==> src/rtl/reg_access_arbiter.sv <==
// Shares the PID register-file port between requester 0 (UART) and requester 1 (SPI).
// Optional build macro ARB_FIXED_PRIO_EN: requester 0 always wins contention instead of round-robin.
module reg_access_arbiter #(
    parameter int ADDR_W   = 8,
    parameter int DATA_W   = 16,
    parameter int NUM_REGS = 16,
    parameter int RO_BASE  = 14
) (
    input  logic              clk_in,
    input  logic              reset,
    input  logic [1:0]        req_valid,
    input  logic [1:0]        req_write,
    input  logic [ADDR_W-1:0] req_addr0,
    input  logic [ADDR_W-1:0] req_addr1,
    input  logic [DATA_W-1:0] req_wdata0,
    input  logic [DATA_W-1:0] req_wdata1,
    output logic [1:0]        req_ready,
    output logic [1:0]        rsp_valid,
    output logic [DATA_W-1:0] rsp_rdata,
    output logic              rsp_err,
    output logic              mem_we,
    output logic [ADDR_W-1:0] mem_w_addr,
    output logic [ADDR_W-1:0] mem_r_addr,
    output logic [DATA_W-1:0] mem_w_data,
    input  logic [DATA_W-1:0] mem_r_data
);

    typedef enum logic [1:0] {IDLE, ACCESS, CAPTURE} state_t;

    localparam logic [ADDR_W:0] NUM_REGS_W = NUM_REGS[ADDR_W:0];
    localparam logic [ADDR_W:0] RO_BASE_W  = RO_BASE[ADDR_W:0];

    function automatic logic in_range(input logic [ADDR_W-1:0] a);
        return {1'b0, a} < NUM_REGS_W;
    endfunction

    function automatic logic writable(input logic [ADDR_W-1:0] a);
        return {1'b0, a} < RO_BASE_W;
    endfunction

    state_t              state_q;
    state_t              state_d;
    logic                take;
    logic                win_id;

    logic                gnt_id_p0;
    logic                wr_p0;
    logic [ADDR_W-1:0]   addr_p0;
    logic [DATA_W-1:0]   wdata_p0;

    logic [1:0]          rsp_valid_q;
    logic [DATA_W-1:0]   rsp_rdata_q;
    logic                rsp_err_q;

`ifdef ARB_FIXED_PRIO_EN
    assign win_id = ~req_valid[0];
`else
    logic last_grant_q;

    // On contention the requester that did not win last time gets the port.
    assign win_id = (req_valid == 2'b11) ? ~last_grant_q : req_valid[1];
`endif

    always_comb begin
        state_d = state_q;
        take    = 1'b0;
        case (state_q)
            IDLE: begin
                if (|req_valid) begin
                    take    = 1'b1;
                    state_d = ACCESS;
                end
            end
            ACCESS:  state_d = wr_p0 ? IDLE : CAPTURE;
            CAPTURE: state_d = IDLE;
            default: state_d = IDLE;
        endcase
    end

    always_ff @(posedge clk_in) begin
        if (reset) begin
            state_q     <= IDLE;
            gnt_id_p0   <= 1'b0;
            wr_p0       <= 1'b0;
            addr_p0     <= '0;
            wdata_p0    <= '0;
            rsp_valid_q <= 2'b00;
            rsp_rdata_q <= '0;
            rsp_err_q   <= 1'b0;
`ifndef ARB_FIXED_PRIO_EN
            last_grant_q <= 1'b1;
`endif
        end else begin
            state_q     <= state_d;
            rsp_valid_q <= 2'b00;
            rsp_rdata_q <= '0;
            rsp_err_q   <= 1'b0;

            // Stage p0: latch the granted request for the access phase.
            if (take) begin
                gnt_id_p0 <= win_id;
                wr_p0     <= req_write[win_id];
                addr_p0   <= win_id ? req_addr1 : req_addr0;
                wdata_p0  <= win_id ? req_wdata1 : req_wdata0;
`ifndef ARB_FIXED_PRIO_EN
                last_grant_q <= win_id;
`endif
            end

            // Response stage: write ack after ACCESS, read data after CAPTURE.
            if (state_q == ACCESS && wr_p0) begin
                rsp_valid_q <= gnt_id_p0 ? 2'b10 : 2'b01;
                rsp_err_q   <= ~writable(addr_p0);
            end
            if (state_q == CAPTURE) begin
                rsp_valid_q <= gnt_id_p0 ? 2'b10 : 2'b01;
                rsp_rdata_q <= in_range(addr_p0) ? mem_r_data : '0;
                rsp_err_q   <= ~in_range(addr_p0);
            end
        end
    end

    // All outputs are forced quiet while reset is high, aborting any in-flight write.
    assign req_ready  = (take && !reset) ? (win_id ? 2'b10 : 2'b01) : 2'b00;
    assign mem_we     = !reset && (state_q == ACCESS) && wr_p0 && writable(addr_p0);
    assign mem_w_addr = reset ? '0 : addr_p0;
    assign mem_r_addr = reset ? '0 : addr_p0;
    assign mem_w_data = reset ? '0 : wdata_p0;
    assign rsp_valid  = reset ? 2'b00 : rsp_valid_q;
    assign rsp_rdata  = reset ? '0 : rsp_rdata_q;
    assign rsp_err    = reset ? 1'b0 : rsp_err_q;

endmodule

==> config.mk <==
export PLATFORM = sky130hd
export DESIGN_NAME = reg_access_arbiter
export DESIGN_NICKNAME = d
export VERILOG_FILES = /design/src/rtl/reg_access_arbiter.sv
export SDC_FILE = /design/constraint.sdc
export NUM_CORES = 1
export LEC_CHECK = 0
export CORE_ASPECT_RATIO = 1.4
export CORE_MARGIN = 2
export CORE_UTILIZATION = 38
export CTS_CLUSTER_SIZE = 10
export DETAILED_ROUTE_END_ITERATION = 16
export PLACE_DENSITY = 0.79
export SLEW_MARGIN = 20
export SYNTH_ARGS = -nofsm -noshare
export SYNTH_HDL_FRONTEND = slang
export SYNTH_SLANG_ARGS = --single-unit
==> constraint.sdc <==
create_clock -name clk_in -period 1.7 [get_ports clk_in]
set_input_delay 0.34 -clock clk_in [delete_from_list [all_inputs] [get_ports clk_in]]
set_output_delay 0.34 -clock clk_in [all_outputs]
set_load 0.05 [all_outputs]
==> results.yml <==
global_routing:
  grt_pass1_vias: 2111
  grt_use_total_pct: 19.8
  grt_overflow: 0
  grt_first_pass_wirelength_microns: 9630
  antenna_found_initial: 0
  grt_max_degree: 39
hold_path:
  hold_path_class: "in -> reg"
  whs_path_depth: 2
  hp-start: "reset"
  min_to: "rsp_valid_q[1]"
place:
  port_buffers: 123
  dp_cells: 447
  pre_cts_ws_ns: -0.428
  placed_cell_area_sq_um: 3500
  gp_congestion: 0.730
  hpwl_microns: 4740
clocking:
  cts_max_path_buffers: 2
  ctsRootBufferMaster: "clkbuf_8"
  cts.sinks: 48
  cts_hold_buf: 0
  numCtsBuffers: 5
  htreeDepth: 2
  clkTransAtPathRegs_ns: 0.09
  cts_tree: "built"
  clk-insertion-delay-late_ns: 0.30
worst_setup_path:
  path_delay_family: "simple AND/OR/NAND/NOR gates"
  slowest_stage: "or4_4"
  r2r_setup_slack_ns: -0.21
  critPathLaunchType: "flip-flop"
  critPathMaxStageDelay_ns: 0.55
  r2r_cells: 7
  cp_num_cells: 4
  r2r_start: "addr_p0[5]"
  path_max_fanout: 2
  cp-end-kind: "primary output"
  required_ns: 1.36
  cp_cell_sequence: "or4_4 -> a31oi_4 -> nor2b_4 -> buf_12"
  worst_r2r_endpoint: "rsp_rdata_q[8]"
  worstSetupPathType: "reg -> out"
  arrival_ns: 1.70
  path_buf_inv: 1
synthesis:
  synth_area_per_cell_sq_um: 8.33
  netlist_area_sq_um: 2210
  yosysSeqAreaShare_pct: 43.4
  ys.flop_type: "dfxtp_1"
  async_flop_share_pct: 0
  ys_warn_count: 0
  ys_ff_latch: 48
  synthDistinctLibCells: 29
  postSynthCellCount: 266
  synth_edf_count: 0
  synth.net_count: 336
route:
  ant_nets: 0
  wl_microns: 6500
  vias: 2320
  viasPerCell: 5.05
  routedWlPerCell_microns: 14.2
  drtPass1Iterations: 4
  drc: 0
  drt_iter0_drc: 53
final_layout:
  fin_area_sq_um: 3710
  final_cells: 459
  drive_above_1_share_pct: 26.6
  finalNetCount: 460
  area.growth.synth_to_final_pct: 67.5
  n_antenna_cell: 0
  n_fill_cell: 459
  final_cell_mix: "clkdlybuf4s50_1 (66), buf_4 (66), nand2_1 (50)"
outcome:
  outcome: "complete, but fails checks"
  violations: "negative setup slack"
timing:
  rsz0062_at_grt: "true"
  setup_viol: 17
  fin_tns_setup_ns: -3.18
  min_period_over_period_pct: 120
  period_minus_slack_ns: 2.04
  drv_slew: 0
  worst_pin_slew_ns: 0.598
  hold_viol: 0
  maxSlewHeadroom_pct: 60.1
  clock.fmax_ghz: 0.491
  finalClockSkew_ns: 0.00251
  timing.final.ws_setup_ns: -0.336
pwr:
  p_leak_nw: 1.56
  vdd_ir_drop_max_uv: 506
  power.density_nw_per_um2: 826
  p_total_mw: 3.06
floorplanning:
  io_pins: 124
  core.rowCount: 32
  fp.dieH_microns: 94.3
  coreArea_sq_um: 5570
  die_area_sq_um: 6460
  die_w_microns: 68.5
  start_util_pct: 39.8
job:
  maxCapViolCount: 0
-- timing repair --
| action | in CTS | in global routing |
|---|---|---|
| pin swaps | 2 | 2 |
| hold endpoints to repair | 0 | 0 |
| resized for setup | 10 | 4 |
| gates cloned | 0 | 1 |
| endpoints found under the setup margin | 28 | 18 |
| buffers inserted | 2 | 2 |
-- per-layer routing --
| metal | GRT usage (%) | wire length, microns |
|---|---|---|
| met2 | 36.1 | 3650 |
| met4 | 7.33 | 135 |
| met5 | 0 | 0 |
| met3 | 3.36 | 334 |
| met1 | 21.9 | 2380 |
-- synth_stat cells, drive strengths merged, types with 3 or more instances --
| cell | number | area, sq um |
|---|---|---|
| dfxtp | 48 | 961 |
| a311oi | 25 | 219 |
| a21oi | 26 | 130 |
| nor2b | 44 | 275 |
| clkbuf | 14 | 52.6 |
| nand2 | 51 | 191 |
| nor3 | 3 | 26.3 |
| nor2 | 6 | 25.0 |
| buf | 15 | 100 |
| and2 | 16 | 105 |
-- worst max path at each step --
| stage | from | endpoint | slack, ns |
|---|---|---|---|
| floorplan | reset | mem_w_addr[2] | -0.25 |
| global placement | req_valid[1] | wdata_p0[3] | -0.34 |
| detailed placement | req_valid[1] | addr_p0[0] | -0.43 |
| CTS | addr_p0[5] | mem_we | -0.33 |
| global route | addr_p0[5] | mem_we | -0.38 |
| finish | addr_p0[5] | mem_we | -0.34 |
-- through the flow --
stage | util [%] | hold slack [ns]
floorplan | - | 0.416
global placement | 62.8 | 0.449
detailed placement | 62.8 | 0.457
CTS | 65.8 | 0.313
global route | 66.7 | 0.325
finish | 66.7 | 0.322
-- sequential cells by signal (all words and copies together), names as in the netlist --
signal,flops
rsp_valid_q,2
wr_p0,1
state_q,2
gnt_id_p0,1
rsp_rdata_q,16
addr_p0,8
rsp_err_q,1
wdata_p0,16
last_grant_q,1
-- report_power, final --
part	leakage [nW]	switching, mW	internal [mW]	total [mW]
logic	1.11	0.528	0.456	0.984
registers	0.394	0.0512	1.21	1.26
clock network	0.0541	0.381	0.435	0.816
-- cell type report --
cell class | count | area [sq um] | share of cell area [%]
clock buffers | 5 | 68.8 | 1.85
repair buffers | 146 | 1370 | 36.9
clock inverters | 3 | 42.5 | 1.15
inverters | 1 | 3.75 | 0.101
flip-flops and latches | 48 | 962 | 25.9
well taps | 68 | 85.1 | 2.29
multi-input cells | 188 | 1180 | 31.8
-- logic make-up after synthesis --
logic type             count (synthesis)  share of synthesized area [%]
and+or+nand+nor                      129                           31.0
AOI/OAI and AO/OA                     59                           18.5
buffers and inverters                 30                           7.06
DFF                                   48                           43.4
Note: power is estimated with default switching activity, not from simulation.
